### src/rtl/mem_arbiter_if.sv
// Bus bundle between the fetch/data requesters, the arbiter and the shared memory.
// The arbiter uses the slave view; the environment (requesters + memory) uses master.
interface mem_arbiter_if #(
  parameter int unsigned DATA_W = 32,
  parameter int unsigned ADDR_W = 32
);

  // Fetch port
  logic              if_req;
  logic [ADDR_W-1:0] if_addr;
  logic [DATA_W-1:0] if_rdata;
  logic              if_ack;

  // Data port
  logic              dm_req;
  logic              dm_we;
  logic [ADDR_W-1:0] dm_addr;
  logic [DATA_W-1:0] dm_wdata;
  logic [DATA_W-1:0] dm_rdata;
  logic              dm_ack;

  // Shared memory
  logic              mem_en;
  logic              mem_we;
  logic [ADDR_W-1:0] mem_addr;
  logic [DATA_W-1:0] mem_wdata;
  logic [DATA_W-1:0] mem_rdata;
  logic              mem_ready;

  // Pipeline holds
  logic              stall_if;
  logic              stall_dm;

  modport slave (
    input  if_req, if_addr, dm_req, dm_we, dm_addr, dm_wdata, mem_rdata, mem_ready,
    output if_rdata, if_ack, dm_rdata, dm_ack, mem_en, mem_we, mem_addr, mem_wdata,
    output stall_if, stall_dm
  );

  modport master (
    output if_req, if_addr, dm_req, dm_we, dm_addr, dm_wdata, mem_rdata, mem_ready,
    input  if_rdata, if_ack, dm_rdata, dm_ack, mem_en, mem_we, mem_addr, mem_wdata,
    input  stall_if, stall_dm
  );

endinterface

### src/rtl/mem_arbiter.sv
// Two-port (fetch / data) arbiter onto one shared memory. Data port wins by default,
// but after STARVE_MAX consecutive data grants with a fetch waiting, fetch is served.
module mem_arbiter #(
  parameter int unsigned DATA_W     = 32,
  parameter int unsigned ADDR_W     = 32,
  parameter int unsigned STARVE_MAX = 4
) (
  input logic           clk,
  input logic           rst_n,
  mem_arbiter_if.slave  bus
);

  localparam int unsigned CntW = $clog2(STARVE_MAX + 1);
  localparam logic [CntW-1:0] StarveMax = CntW'(STARVE_MAX);

  typedef enum logic [1:0] {
    StIdle,
    StBusyIf,
    StBusyDm,
    StDone
  } state_e;

  state_e            state_q;
  logic [CntW-1:0]   starve_cnt_q;
  logic              if_ack_q;
  logic              dm_ack_q;
  logic              mem_en_q;
  logic              mem_we_q;
  logic [ADDR_W-1:0] mem_addr_q;
  logic [DATA_W-1:0] mem_wdata_q;
  logic [DATA_W-1:0] if_rdata_q;
  logic [DATA_W-1:0] dm_rdata_q;

  logic grant_dm;
  logic grant_if;

  // Data port wins unless the fetch port has been passed over STARVE_MAX times in a row.
  always_comb begin
    grant_dm = bus.dm_req && (!bus.if_req || (starve_cnt_q < StarveMax));
    grant_if = bus.if_req && !grant_dm;
  end

  always_ff @(posedge clk) begin
    if (!rst_n) begin
      state_q      <= StIdle;
      starve_cnt_q <= '0;
      if_ack_q     <= 1'b0;
      dm_ack_q     <= 1'b0;
      mem_en_q     <= 1'b0;
      mem_we_q     <= 1'b0;
      mem_addr_q   <= '0;
      mem_wdata_q  <= '0;
      if_rdata_q   <= '0;
      dm_rdata_q   <= '0;
    end else begin
      if_ack_q <= 1'b0;
      dm_ack_q <= 1'b0;

      unique case (state_q)
        StIdle: begin
          if (grant_dm) begin
            state_q     <= StBusyDm;
            mem_en_q    <= 1'b1;
            mem_we_q    <= bus.dm_we;
            mem_addr_q  <= bus.dm_addr;
            mem_wdata_q <= bus.dm_wdata;
            if (bus.if_req) begin
              if (starve_cnt_q < StarveMax) begin
                starve_cnt_q <= starve_cnt_q + 1'b1;
              end
            end else begin
              starve_cnt_q <= '0;
            end
          end else if (grant_if) begin
            state_q      <= StBusyIf;
            mem_en_q     <= 1'b1;
            mem_we_q     <= 1'b0;
            mem_addr_q   <= bus.if_addr;
            starve_cnt_q <= '0;
          end
        end

        StBusyIf: begin
          if (bus.mem_ready) begin
            state_q    <= StDone;
            if_ack_q   <= 1'b1;
            mem_en_q   <= 1'b0;
            mem_we_q   <= 1'b0;
            if_rdata_q <= bus.mem_rdata;
          end
        end

        StBusyDm: begin
          if (bus.mem_ready) begin
            state_q  <= StDone;
            dm_ack_q <= 1'b1;
            mem_en_q <= 1'b0;
            mem_we_q <= 1'b0;
            // Writes return nothing; keep the last read value visible.
            if (!mem_we_q) begin
              dm_rdata_q <= bus.mem_rdata;
            end
          end
        end

        StDone: begin
          state_q <= StIdle;
        end

        default: begin
          state_q <= StIdle;
        end
      endcase
    end
  end

  assign bus.if_ack    = if_ack_q;
  assign bus.dm_ack    = dm_ack_q;
  assign bus.if_rdata  = if_rdata_q;
  assign bus.dm_rdata  = dm_rdata_q;
  assign bus.mem_en    = mem_en_q;
  assign bus.mem_we    = mem_we_q;
  assign bus.mem_addr  = mem_addr_q;
  assign bus.mem_wdata = mem_wdata_q;
  assign bus.stall_if  = bus.if_req & ~if_ack_q;
  assign bus.stall_dm  = bus.dm_req & ~dm_ack_q;

endmodule

### src/flat_wrapper.sv
// flat-port wrapper written by rule: the top's interface ports become plain ports
module mem_arbiter_flat 
#(
  parameter int unsigned DATA_W     = 32,
  parameter int unsigned ADDR_W     = 32,
  parameter int unsigned STARVE_MAX = 4
)
  (clk, rst_n, bus_if_req, bus_if_addr, bus_dm_req, bus_dm_we, bus_dm_addr, bus_dm_wdata, bus_mem_rdata, bus_mem_ready, bus_if_rdata, bus_if_ack, bus_dm_rdata, bus_dm_ack, bus_mem_en, bus_mem_we, bus_mem_addr, bus_mem_wdata, bus_stall_if, bus_stall_dm);
  mem_arbiter_if #(.DATA_W(DATA_W), .ADDR_W(ADDR_W)) bus_i ();
  input logic clk;
  input logic rst_n;
  input wire logic [$bits(bus_i.if_req)-1:0] bus_if_req;
  input wire logic [$bits(bus_i.if_addr)-1:0] bus_if_addr;
  input wire logic [$bits(bus_i.dm_req)-1:0] bus_dm_req;
  input wire logic [$bits(bus_i.dm_we)-1:0] bus_dm_we;
  input wire logic [$bits(bus_i.dm_addr)-1:0] bus_dm_addr;
  input wire logic [$bits(bus_i.dm_wdata)-1:0] bus_dm_wdata;
  input wire logic [$bits(bus_i.mem_rdata)-1:0] bus_mem_rdata;
  input wire logic [$bits(bus_i.mem_ready)-1:0] bus_mem_ready;
  output wire logic [$bits(bus_i.if_rdata)-1:0] bus_if_rdata;
  output wire logic [$bits(bus_i.if_ack)-1:0] bus_if_ack;
  output wire logic [$bits(bus_i.dm_rdata)-1:0] bus_dm_rdata;
  output wire logic [$bits(bus_i.dm_ack)-1:0] bus_dm_ack;
  output wire logic [$bits(bus_i.mem_en)-1:0] bus_mem_en;
  output wire logic [$bits(bus_i.mem_we)-1:0] bus_mem_we;
  output wire logic [$bits(bus_i.mem_addr)-1:0] bus_mem_addr;
  output wire logic [$bits(bus_i.mem_wdata)-1:0] bus_mem_wdata;
  output wire logic [$bits(bus_i.stall_if)-1:0] bus_stall_if;
  output wire logic [$bits(bus_i.stall_dm)-1:0] bus_stall_dm;
  assign bus_i.if_req = bus_if_req;
  assign bus_i.if_addr = bus_if_addr;
  assign bus_i.dm_req = bus_dm_req;
  assign bus_i.dm_we = bus_dm_we;
  assign bus_i.dm_addr = bus_dm_addr;
  assign bus_i.dm_wdata = bus_dm_wdata;
  assign bus_i.mem_rdata = bus_mem_rdata;
  assign bus_i.mem_ready = bus_mem_ready;
  assign bus_if_rdata = bus_i.if_rdata;
  assign bus_if_ack = bus_i.if_ack;
  assign bus_dm_rdata = bus_i.dm_rdata;
  assign bus_dm_ack = bus_i.dm_ack;
  assign bus_mem_en = bus_i.mem_en;
  assign bus_mem_we = bus_i.mem_we;
  assign bus_mem_addr = bus_i.mem_addr;
  assign bus_mem_wdata = bus_i.mem_wdata;
  assign bus_stall_if = bus_i.stall_if;
  assign bus_stall_dm = bus_i.stall_dm;
  mem_arbiter #(.DATA_W(DATA_W), .ADDR_W(ADDR_W), .STARVE_MAX(STARVE_MAX)) u_core (.clk(clk), .rst_n(rst_n), .bus(bus_i));
endmodule
### config.mk
export PLATFORM = sky130hd
export DESIGN_NAME = mem_arbiter_flat
export DESIGN_NICKNAME = d
export VERILOG_FILES = /design/src/rtl/mem_arbiter_if.sv /design/src/rtl/mem_arbiter.sv /design/src/flat_wrapper.sv
export SDC_FILE = /design/constraint.sdc
export NUM_CORES = 1
export LEC_CHECK = 0
export CORE_MARGIN = 3
export CORE_UTILIZATION = 34
export CTS_CLUSTER_SIZE = 10
export DETAILED_ROUTE_END_ITERATION = 10
export PLACE_DENSITY = 0.7
export SLEW_MARGIN = 0
export SYNTH_ARGS = -nofsm -noshare
export SYNTH_HDL_FRONTEND = slang
export SYNTH_SLANG_ARGS = --single-unit
export TNS_END_PERCENT = 20
### constraint.sdc
create_clock -name clk -period 2 [get_ports clk]
set_clock_uncertainty 0.15 [all_clocks]
set_input_delay 0.4 -clock clk [delete_from_list [all_inputs] [get_ports clk]]
set_output_delay 0.4 -clock clk [all_outputs]
set_load 0.005 [all_outputs]
==> flow_metrics.env <==
export IMPL_yosys_area_share_simple_pct=17.12
export IMPL_ir_drop_v=0.0006093
export IMPL_critical_path_class="reg -> out"
export IMPL_cts_tree="done"
export IMPL_yosysUniqueCellTypes=34
export IMPL_vias=5471
export IMPL_dr_pass1_iters=4
export IMPL_seq_power_share_pct=34.8
export IMPL_yosysWarnings=0
export IMPL_portBuffers=267
export IMPL_switchingPower_mw=2.890
export IMPL_hold_buffers=0
export IMPL_io_pins=268
export IMPL_ant_nets=0
export IMPL_synth_seq_cells=137
export IMPL_yosys_area_share_adder_pct=1.423
export IMPL_cts_root_buf="clkbuf_16"
export IMPL_grt_antenna_before_repair=0
export IMPL_gr_usage_all_layers_pct=19.67
export IMPL_hold_path_class="reg -> reg"
export IMPL_cts_resized=2
export IMPL_synth_xor_area_share_pct=0
export IMPL_fp_dieArea_mm2=0.01705
export IMPL_dpl_hpwl_mm=11.91
export IMPL_swShare_pct=28.50
export IMPL_syn_num_nets=797
export IMPL_arrival_ps=1320
export IMPL_worstPathBufferInverterCount=1
export IMPL_route_detailed_drc=0
export IMPL_maxSlewViolCount=0
export IMPL_rsz0062_at_grt="false"
export IMPL_critPathCapture="bus_dm_ack"
export IMPL_finalCritPeriodShare_pct=93.39
export IMPL_finalWirelength_mm=17.25
export IMPL_maxCapViolCount=0
export IMPL_initial_core_util_pct=35.50
export IMPL_crit_path_start_kind="flop"
export IMPL_final_cell_mix="clkdlybuf4s50_1, nand2_1, a21oi_1, dfxtp_1, o21ai_0"
export IMPL_startpoint="u_core.bus.dm_ack$_SDFF_PN0_"
export IMPL_cts_setup_buffers=0
export IMPL_drtIter0Drc=320
export IMPL_grt_pass1_wl_mm=26.61
export IMPL_muxShareOfSynthArea_pct=0.5691
export IMPL_power_frac_clock_pct=33.3
export IMPL_die_w_um=130.6
export IMPL_wire_per_inst_um=15.61
export IMPL_synth_area_per_cell_um2=8.031
export IMPL_viasPerCell=4.951
export IMPL_worstReg2RegStart="u_core.state_q[0]$_SDFFE_PN0P_"
export IMPL_relSlewSlack_pct=65.09
export IMPL_crit_path_end_kind="output port"
export IMPL_ff2ff_path_depth=5
export IMPL_cts_buffers=17
export IMPL_rrSetupSlack_ps=270
export IMPL_post_route_util_pct=59.25
export IMPL_die_height_um=130.6
export IMPL_grt_max_degree=101
export IMPL_cp_required_ps=1450
export IMPL_hold_path_depth=2
export IMPL_yosysSeqAreaShare_pct=51.98
export IMPL_path_cells="clkdlybuf4s50_1"
export IMPL_netlist_instances=657
export IMPL_power_frac_comb_pct=31.9
export IMPL_cts_buffer_depth=2
export IMPL_cts_max_level=4
export IMPL_cp_slowest_cell="clkdlybuf4s50_1"
export IMPL_fmax_mhz=535.4
export IMPL_worst_path_max_fanout=2
export IMPL_syn2layout_area_growth_pct=66.92
export IMPL_grt_overflow_total=0
export IMPL_cts_sinks=137
export IMPL_power_leakage_nw=3.198
export IMPL_p_total_mw=10.14
export IMPL_synth_top_family_by_area="compound AO/OA/AOI/OAI gates"
export IMPL_finalSetupViolCount=0
export IMPL_clk_latency_ps=400
export IMPL_period_minus_slack_ps=1868
export IMPL_coreArea_mm2=0.01486
export IMPL_drive_gt1_share_pct=5.972
export IMPL_pwr_density_cell_mw_per_mm2=1151
export IMPL_final_nets=1048
export IMPL_hold_violations=0
export IMPL_regToRegEndpoint="u_core.bus.mem_we$_SDFFE_PN0P_"
export IMPL_gp_congestion=0.7829
export IMPL_final_common_cell="clkdlybuf4s50_1"
export IMPL_worst_path_stages=1
export IMPL_synth_compound_area_share_pct=23.22
export IMPL_antenna_cells=0
export IMPL_path_delay_family="buffers and inverters"
export IMPL_grt_pass1_vias=5240
export IMPL_slowest_delay_ps=520
export IMPL_p_int_mw=7.250
export IMPL_clk_pin_slew_ps=60
export IMPL_tightest_slew_ps=523.7
export IMPL_rows=44
export IMPL_syn_area_mm2=0.005276
export IMPL_status="finished, final reports clean"
layout make-up:
class | instances | area, µm²
fillers | 1368 | 6057
repair buffers | 288 | 2953
flip-flops and latches | 137 | 2743
multi-input cells | 461 | 2233
clock buffers | 21 | 440.4
well taps | 184 | 230.2
clock inverters | 11 | 196.4
inverters | 3 | 11.26
kinds of logic after synthesis:
kind of cell	Yosys count
buffers and inverters	59
AOI/OAI and AO/OA	236
DFF	137
adders and majority gates	6
and+or+nand+nor	216
muxes	3
metal layers:
metal  routed length (µm)  GRT usage [%]
met3                 1428          7.358
met2                 8254          31.79
met4                  408          7.260
met1                 7159          24.00
met5                    0              0
worst min path at each step:
stage | start | end | slack, ps
floorplan | u_core.bus.mem_en$_SDFFE_PN0P_ | u_core.bus.mem_en$_SDFFE_PN0P_ | 300
global placement | u_core.bus.dm_rdata[20]$_SDFFE_PN0P_ | u_core.bus.dm_rdata[20]$_SDFFE_PN0P_ | 290
detailed placement | u_core.bus.if_rdata[13]$_SDFFE_PN0P_ | u_core.bus.if_rdata[13]$_SDFFE_PN0P_ | 300
CTS | u_core.bus.if_rdata[13]$_SDFFE_PN0P_ | u_core.bus.if_rdata[13]$_SDFFE_PN0P_ | 300
global route | u_core.bus.dm_rdata[14]$_SDFFE_PN0P_ | u_core.bus.dm_rdata[14]$_SDFFE_PN0P_ | 320
finish | u_core.bus.dm_rdata[2]$_SDFFE_PN0P_ | u_core.bus.dm_rdata[2]$_SDFFE_PN0P_ | 300
stage by stage:
stage | TNS (ps) | hold slack (ps) | setup WS, ps | area [µm²] | std cells
final | 0 | 301.4 | 132.2 | 8807 | 1105
after floorplan | 0 | 302.5 | 440.2 | 5276 | 657
after CTS | 0 | 303.9 | 84.98 | 8807 | 1105
after global routing | 0 | 317.8 | 31.66 | 8807 | 1105
after global placement | -2420 | 291.6 | -111.1 | 8173 | 1073
after detailed placement | -4680 | 295.6 | -168.6 | 8173 | 1073
sequential cells by signal (all words and copies together) (netlist names):
signal and count:
u_core.bus.dm_ack 1, u_core.bus.dm_rdata 32, u_core.bus.if_ack 1, u_core.bus.if_rdata 32, u_core.bus.mem_addr 32, u_core.bus.mem_en 1
u_core.bus.mem_wdata 32, u_core.bus.mem_we 1, u_core.starve_cnt_q 3, u_core.state_q 2
synth_stat cells (all sizes together):
cell	number	share of area, %
a21bo	1	0.19
o31ai	1	0.14
and4b	1	0.19
nor2b	3	0.36
o21a	2	0.28
ha	6	1.4
nand4b	1	0.17
and3b	1	0.17
inv	3	0.21
clkbuf	26	1.9
and3	1	0.12
a22oi	2	0.28
a21oi	160	15
and2	3	0.38
nand3b	1	0.14
or4	1	0.14
nor3	1	0.095
o21ai	67	6.4
nor2	5	0.36
a21boi	1	0.36
nor3b	1	0.24
nand2	165	12
buf	30	3.6
nand3	32	3.0
a2111o	1	0.21
a211oi	1	0.14
mux2i	3	0.57
dfxtp	137	52
power groups by stage:
| stage | Combinational, mW | Sequential, mW | Clock [mW] |
|---|---|---|---|
| 2_1_floorplan | 1.41 | 3.61 | 0 |
| 3_3_place_gp | 3.24 | 3.57 | 0 |
| 3_5_place_dp | 3.27 | 3.58 | 0 |
| 4_1_cts | 3.29 | 3.53 | 3.47 |
| 5_1_grt | 3.57 | 3.59 | 3.59 |
| 6_report | 3.23 | 3.53 | 3.38 |
Power figures use the tool's default switching activity.
